$ cat src/rtl/snake_pkg.sv
// Shared types for the IR direction scheduler: direction encoding, the
// reversal helper and bit positions of the NEC word fields.
package snake_pkg;

    typedef enum logic [1:0] {
        DIR_UP    = 2'd0,
        DIR_DOWN  = 2'd1,
        DIR_LEFT  = 2'd2,
        DIR_RIGHT = 2'd3
    } dir_t;

    localparam int NEC_ADDR_LSB  = 0;
    localparam int NEC_NADDR_LSB = 8;
    localparam int NEC_CMD_LSB   = 16;
    localparam int NEC_NCMD_LSB  = 24;

    function automatic dir_t opposite(input dir_t d);
        case (d)
            DIR_UP:   return DIR_DOWN;
            DIR_DOWN: return DIR_UP;
            DIR_LEFT: return DIR_RIGHT;
            default:  return DIR_LEFT;
        endcase
    endfunction

endpackage

$ cat src/rtl/dir_fifo.sv
// Small synchronous FIFO of direction requests; exposes both the head (next
// to pop) and the tail (newest entry) so the scheduler can reject reversals.
module dir_fifo
    import snake_pkg::*;
#(
    parameter int DEPTH = 4
)
(
    input  logic                     clk,
    input  logic                     reset,
    input  logic                     push,
    input  logic                     pop,
    input  logic [1:0]               din,
    output logic [1:0]               dout,
    output logic [1:0]               tail,
    output logic [$clog2(DEPTH):0]   count,
    output logic                     full,
    output logic                     empty
);

    localparam int AW = $clog2(DEPTH);

    dir_t            mem [DEPTH];
    logic [AW-1:0]   wr_ptr;
    logic [AW-1:0]   rd_ptr;
    logic            do_push;
    logic            do_pop;

    assign full    = (count == (AW+1)'(DEPTH));
    assign empty   = (count == '0);
    assign do_push = push && !full;
    assign do_pop  = pop && !empty;
    assign dout    = mem[rd_ptr];
    assign tail    = mem[wr_ptr - AW'(1)];

    always_ff @(posedge clk) begin
        if (do_push)
            mem[wr_ptr] <= dir_t'(din);
    end

    always_ff @(posedge clk) begin
        if (reset) begin
            wr_ptr <= '0;
            rd_ptr <= '0;
            count  <= '0;
        end else begin
            if (do_push)
                wr_ptr <= wr_ptr + AW'(1);
            if (do_pop)
                rd_ptr <= rd_ptr + AW'(1);
            case ({do_push, do_pop})
                2'b10:   count <= count + 1'b1;
                2'b01:   count <= count - 1'b1;
                default: count <= count;
            endcase
        end
    end

endmodule

$ cat src/rtl/ir_direction_scheduler.sv
// Qualifies NEC words from the IR receiver, queues legal snake directions and
// releases one per game tick. Optional pause key: define PAUSE_KEY_EN.
module ir_direction_scheduler
    import snake_pkg::*;
#(
    parameter int         STABLE_CYCLES = 1000,
    parameter int         FIFO_DEPTH    = 4,
    parameter logic [7:0] NEC_ADDR      = 8'h00,
    parameter logic [7:0] CMD_UP        = 8'h18,
    parameter logic [7:0] CMD_DOWN      = 8'h52,
    parameter logic [7:0] CMD_LEFT      = 8'h08,
    parameter logic [7:0] CMD_RIGHT     = 8'h5A,
    parameter logic [7:0] CMD_PAUSE     = 8'h1C
)
(
    input  logic                          clk,
    input  logic                          reset,
    input  logic [31:0]                   word,
    input  logic                          game_tick,
    output logic [1:0]                    direction,
    output logic                          dir_changed,
    output logic [$clog2(FIFO_DEPTH):0]   fifo_count,
    output logic                          bad_code,
    output logic                          overflow,
    output logic                          paused
);

`ifdef PAUSE_KEY_EN
    localparam bit PAUSE_EN = 1'b1;
`else
    localparam bit PAUSE_EN = 1'b0;
`endif

    localparam int CNT_W = $clog2(STABLE_CYCLES);

    typedef enum logic [1:0] {S_IDLE, S_SETTLE, S_CHECK, S_PUSH} state_t;

    state_t             state, state_d;
    logic [CNT_W-1:0]   cnt, cnt_d;
    logic [31:0]        wsync_meta, wsync, wprev;
    logic [31:0]        last_word, last_word_d;
    dir_t               req, req_d;
    dir_t               dir_q;
    dir_t               ref_dir;
    dir_t               key_dir;
    logic               key_dir_hit;
    logic               pause_key;
    logic               frame_ok;
    logic [7:0]         cmd;
    logic               bad_d, ovf_d;
    logic               fifo_push, fifo_pop;
    logic [1:0]         fifo_dout, fifo_tail;
    logic               fifo_full, fifo_empty;

    dir_fifo #(.DEPTH(FIFO_DEPTH)) u_fifo (
        .clk   (clk),
        .reset (reset),
        .push  (fifo_push),
        .pop   (fifo_pop),
        .din   (req),
        .dout  (fifo_dout),
        .tail  (fifo_tail),
        .count (fifo_count),
        .full  (fifo_full),
        .empty (fifo_empty)
    );

    assign cmd       = wsync[NEC_CMD_LSB +: 8];
    assign frame_ok  = (wsync[NEC_ADDR_LSB +: 8] == NEC_ADDR)
                    && (wsync[NEC_NADDR_LSB +: 8] == ~wsync[NEC_ADDR_LSB +: 8])
                    && (wsync[NEC_NCMD_LSB +: 8] == ~cmd);
    assign pause_key = PAUSE_EN && (cmd == CMD_PAUSE);
    assign ref_dir   = fifo_empty ? dir_q : dir_t'(fifo_tail);
    assign fifo_pop  = game_tick && !fifo_empty && !paused;
    assign direction = dir_q;

    always_comb begin
        key_dir_hit = 1'b1;
        key_dir     = DIR_UP;
        case (cmd)
            CMD_UP:    key_dir = DIR_UP;
            CMD_DOWN:  key_dir = DIR_DOWN;
            CMD_LEFT:  key_dir = DIR_LEFT;
            CMD_RIGHT: key_dir = DIR_RIGHT;
            default:   key_dir_hit = 1'b0;
        endcase
    end

    // Settle FSM: a word must sit unchanged for STABLE_CYCLES before it is judged.
    always_comb begin
        state_d     = state;
        cnt_d       = cnt;
        last_word_d = last_word;
        req_d       = req;
        bad_d       = 1'b0;
        ovf_d       = 1'b0;
        fifo_push   = 1'b0;
        case (state)
            S_IDLE: begin
                if (wsync != last_word) begin
                    state_d = S_SETTLE;
                    cnt_d   = '0;
                end
            end
            S_SETTLE: begin
                if (wsync != wprev)
                    cnt_d = '0;
                else if (cnt == CNT_W'(STABLE_CYCLES - 1))
                    state_d = S_CHECK;
                else
                    cnt_d = cnt + 1'b1;
            end
            S_CHECK: begin
                last_word_d = wsync;
                state_d     = S_IDLE;
                if (frame_ok && key_dir_hit) begin
                    req_d   = key_dir;
                    state_d = S_PUSH;
                end else if (!(frame_ok && pause_key)) begin
                    bad_d = 1'b1;
                end
            end
            S_PUSH: begin
                state_d = S_IDLE;
                if (req != ref_dir && req != opposite(ref_dir)) begin
                    if (fifo_full)
                        ovf_d = 1'b1;
                    else
                        fifo_push = 1'b1;
                end
            end
            default: state_d = S_IDLE;
        endcase
    end

    always_ff @(posedge clk) begin
        if (reset) begin
            wsync_meta  <= '0;
            wsync       <= '0;
            wprev       <= '0;
            state       <= S_IDLE;
            cnt         <= '0;
            last_word   <= '0;
            req         <= DIR_UP;
            bad_code    <= 1'b0;
            overflow    <= 1'b0;
            dir_q       <= DIR_RIGHT;
            dir_changed <= 1'b0;
        end else begin
            wsync_meta  <= word;
            wsync       <= wsync_meta;
            wprev       <= wsync;
            state       <= state_d;
            cnt         <= cnt_d;
            last_word   <= last_word_d;
            req         <= req_d;
            bad_code    <= bad_d;
            overflow    <= ovf_d;
            dir_changed <= fifo_pop;
            if (fifo_pop)
                dir_q <= dir_t'(fifo_dout);
        end
    end

`ifdef PAUSE_KEY_EN
    always_ff @(posedge clk) begin
        if (reset)
            paused <= 1'b0;
        else if (state == S_CHECK && frame_ok && pause_key)
            paused <= !paused;
    end
`else
    assign paused = 1'b0;
`endif

endmodule
$ cat config.mk
export PLATFORM = sky130hd
export DESIGN_NAME = ir_direction_scheduler
export DESIGN_NICKNAME = d
export VERILOG_FILES = /design/src/rtl/snake_pkg.sv /design/src/rtl/dir_fifo.sv /design/src/rtl/ir_direction_scheduler.sv
export SDC_FILE = /design/constraint.sdc
export NUM_CORES = 1
export LEC_CHECK = 0
export ABC_AREA = 0
export CORE_MARGIN = 2
export CORE_UTILIZATION = 45
export DETAILED_ROUTE_END_ITERATION = 7
export PLACE_DENSITY = 0.6
export SYNTH_ARGS = -nofsm -noshare
export SYNTH_HDL_FRONTEND = slang
export SYNTH_SLANG_ARGS = --single-unit
$ cat constraint.sdc
create_clock -name clk -period 4.6 [get_ports clk]
set_clock_uncertainty 0.05 [all_clocks]
set_input_delay 1.38 -clock clk [delete_from_list [all_inputs] [get_ports clk]]
set_output_delay 1.38 -clock clk [all_outputs]
set_load 0.02 [all_outputs]
==> metrics <==
P_leak=2.92 nW; Synth top cells by count=dfxtp_1, nor2b_1, nand2_1; top cell type's share of synthesized area=0.489; cts repair resizes=0; Initial DRC Count=around 190; row count=43; hold_buf cts=0; initial antenna violation count=0; DP HPWL=7830 um; Layout Nets=708; Syn-to-layout area delta=17.0%; final setup fails=0; placed cell area=between 6000 and 7000 um2; mapped cell area=~6300 um2; Tot GR Track Use=0.170; share of cells above drive strength 1=0.0795; DRT Pass-1 Iters=5; Longest Clk Path Bufs=2; Residual DRC=0; RePlAce Congestion=just under 0.8; FMAX=approximately 0.31 GHz; aggregate global routing overflow=0; starting density of the core=0.458; clock latency on the worst-skew pair=between 0.4 and 0.5 ns; Final ANT Viol Nets=0; post-synth top area cell=dfxtp_1; setup_tns=0 ns; fin crit share=0.692; clk sink count=162; status=complete, no violations; via count=roughly 4100; Post-CTS Setup Bufs=0; area of the multi-input gates=2760 um2; final hold violations=0; Worst Setup EP=u_fifo.count[2]; I/O Pins=44; Die Area=15000 um2; CTS tree=yes; count leader, synth=dfxtp_1; Post-Syn Nets=680; worst vdd rail ir drop=between 0.0003 and 0.0004 V; Slew HR=0.337; Core Footprint=~14000 um2; worst hold-check path type=flip-flop to flip-flop; YS warnings=0; minimum clock period=about 3.2 ns; global-route wire length before repair=between 15000 and 20000 um; register area=3320 um2; fill count=between 1000 and 1500; clk slew on worst S/H paths=approximately 0.07 ns; worst r2r dst=u_fifo.count[2]; vias in the first global route=between 3000 and 4000; CTS buffer count=17; CP arrival=approximately 3.5 ns; worst r2r src=u_fifo.wr_ptr[0]; Yosys cell types=between 40 and 50; total power=2.98 mW; fin cells=859; hold path start=wsync_meta[21]; Main synth FF type=dfxtp_1; WS Path Type=flip-flop to flip-flop; crit path max fanout=5; DR vias/cell=roughly 4.8; FF+latch count, synth=between 150 and 200; IO buf count=42; H-tree Lvls=4; Critical Path Sink Type=flip-flop; mean area per synthesized cell=around 9.9 um2; Gate Count Post-Synth=~640; Critical Path RT=roughly 5 ns; RSZ-0062 raised after global routing=no; crit path launch type=flip-flop; sequential area share after synthesis=0.527; Post-synth ARST share=0; Finished Cell Area=between 7000 and 8000 um2; ranking of synthesized cells by area=dfxtp_1, nor2b_1, xor2_1, nand2_1, edfxtp_1; worst hold slack=between 0.3 and 0.4 ns; CP Launch Point=u_fifo.wr_ptr[0]; Max-Cap Viols=0; Cell Pwr Density=just over 400 nW/um2; root buf cell=clkbuf_16; placed insts=827; Reg2Reg Depth=14; Post-synth EDFFs=8; Avg WL per Cell=13.6 um; chip width=about 120 um; Slew Limit Fails=0; final wirelength=11700 um; largest net degree at the start of global routing=between 100 and 150; Diodes inserted=0; r2r setup slk=1.42 ns; Die H=122 um; Tightest Pin Transition=approximately 0.99 ns
-- layout by cell type, fill, tap and decap left out, types with 3 or more instances in the layout --
cell | synthesis | final
dfxtp_1 | 154 | 154
inv_1 | 16 | 16
nand4_1 | 5 | 5
nor2b_1 | 97 | 96
inv_6 | 0 | 3
clkbuf_16 | 0 | 17
nor3_1 | 14 | 14
o21ai_1 | 11 | 11
and2_1 | 5 | 5
clkinvlp_4 | 0 | 4
clkdlybuf4s50_1 | 0 | 41
mux4_2 | 3 | 3
nor2_1 | 22 | 22
inv_8 | 0 | 3
clkinv_4 | 0 | 3
nor4_2 | 4 | 4
a31oi_1 | 3 | 3
a21oi_1 | 36 | 36
ha_1 | 6 | 6
mux2i_1 | 5 | 5
edfxtp_1 | 8 | 8
xor2_1 | 63 | 63
buf_4 | 1 | 3
nor4_1 | 13 | 13
nand3_1 | 16 | 16
nand2_1 | 77 | 77
xnor2_1 | 18 | 18
-- metrics by stage --
stage	worst slack, ns	utilization
finish	1.42	0.536
global route	1.22	0.536
CTS	1.37	0.536
detailed placement	1.08	0.494
global placement	1.18	0.494
floorplan	1.72	-
-- critical path: stages (launching register included) --
cell and delay, ns:
dfxtp_1 0.41, inv_1 0.12, ha_1 0.34, mux4_2 0.30, mux2i_1 0.17, xnor2_1 0.15
nand3_1 0.11, a21oi_1 0.34, inv_2 0.11, ha_1 0.23, inv_1 0.07, fa_1 0.18
xor2_1 0.08, or3_1 0.31, a21oi_1 0.14
-- final cells by class --
cell class,count,share of cell area
Sequential cell,162,0.450
Multi-Input combinational cell,424,0.374
Timing Repair Buffer,44,0.0587
Clock buffer,18,0.0582
Tap cell,180,0.0305
Clock inverter,14,0.0198
Inverter,17,0.00865
-- sequential cells by signal (all words and copies together), names as in the netlist, 3 cells and up --
signal        count
wsync            32
wprev            32
cnt              10
u_fifo.count      3
wsync_meta       32
u_fifo.mem        8
last_word        32
-- report_power, final --
part | total, mW | switching (mW) | internal, mW | leakage [nW]
clock network | 1.36 | 0.603 | 0.762 | 0.269
registers | 1.48 | 0.0308 | 1.45 | 1.33
logic | 0.135 | 0.0631 | 0.0722 | 1.32
total | 2.98 | 0.697 | 2.28 | 2.92
-- worst min path at each step --
| stage | endpoint | slack [ns] | depth (start not counted) |
|---|---|---|---|
| after floorplan | wsync[0] | 0.36 | 1 |
| after global placement | wsync[30] | 0.37 | 1 |
| after detailed placement | wsync[13] | 0.37 | 1 |
| after CTS | wsync[21] | 0.38 | 1 |
| after global routing | wsync[30] | 0.40 | 1 |
| final | wsync[21] | 0.38 | 1 |
-- kinds of logic after synthesis --
kind of cell	after synthesis	synth area share
compound gates	58	0.0522
xor+xnor	81	0.113
fa+ha+maj	7	0.0151
buf+inv	52	0.0361
flops	162	0.527
mux	8	0.0187
other cells	1	0.000595
simple gates	269	0.238
-- layer usage --
layer / share of wire / global-route usage / up-vias / wire length, um
li1: - / - / 2132 / -
met4: 0.025 / 0.0740 / 0 / 287
met2: 0.48 / 0.273 / 84 / 5590
met3: 0.040 / 0.0516 / 20 / 466
met1: 0.46 / 0.212 / 1898 / 5360
met5: 0 / 0 / - / 0
No activity file was read; power rests on OpenSTA's default activity.
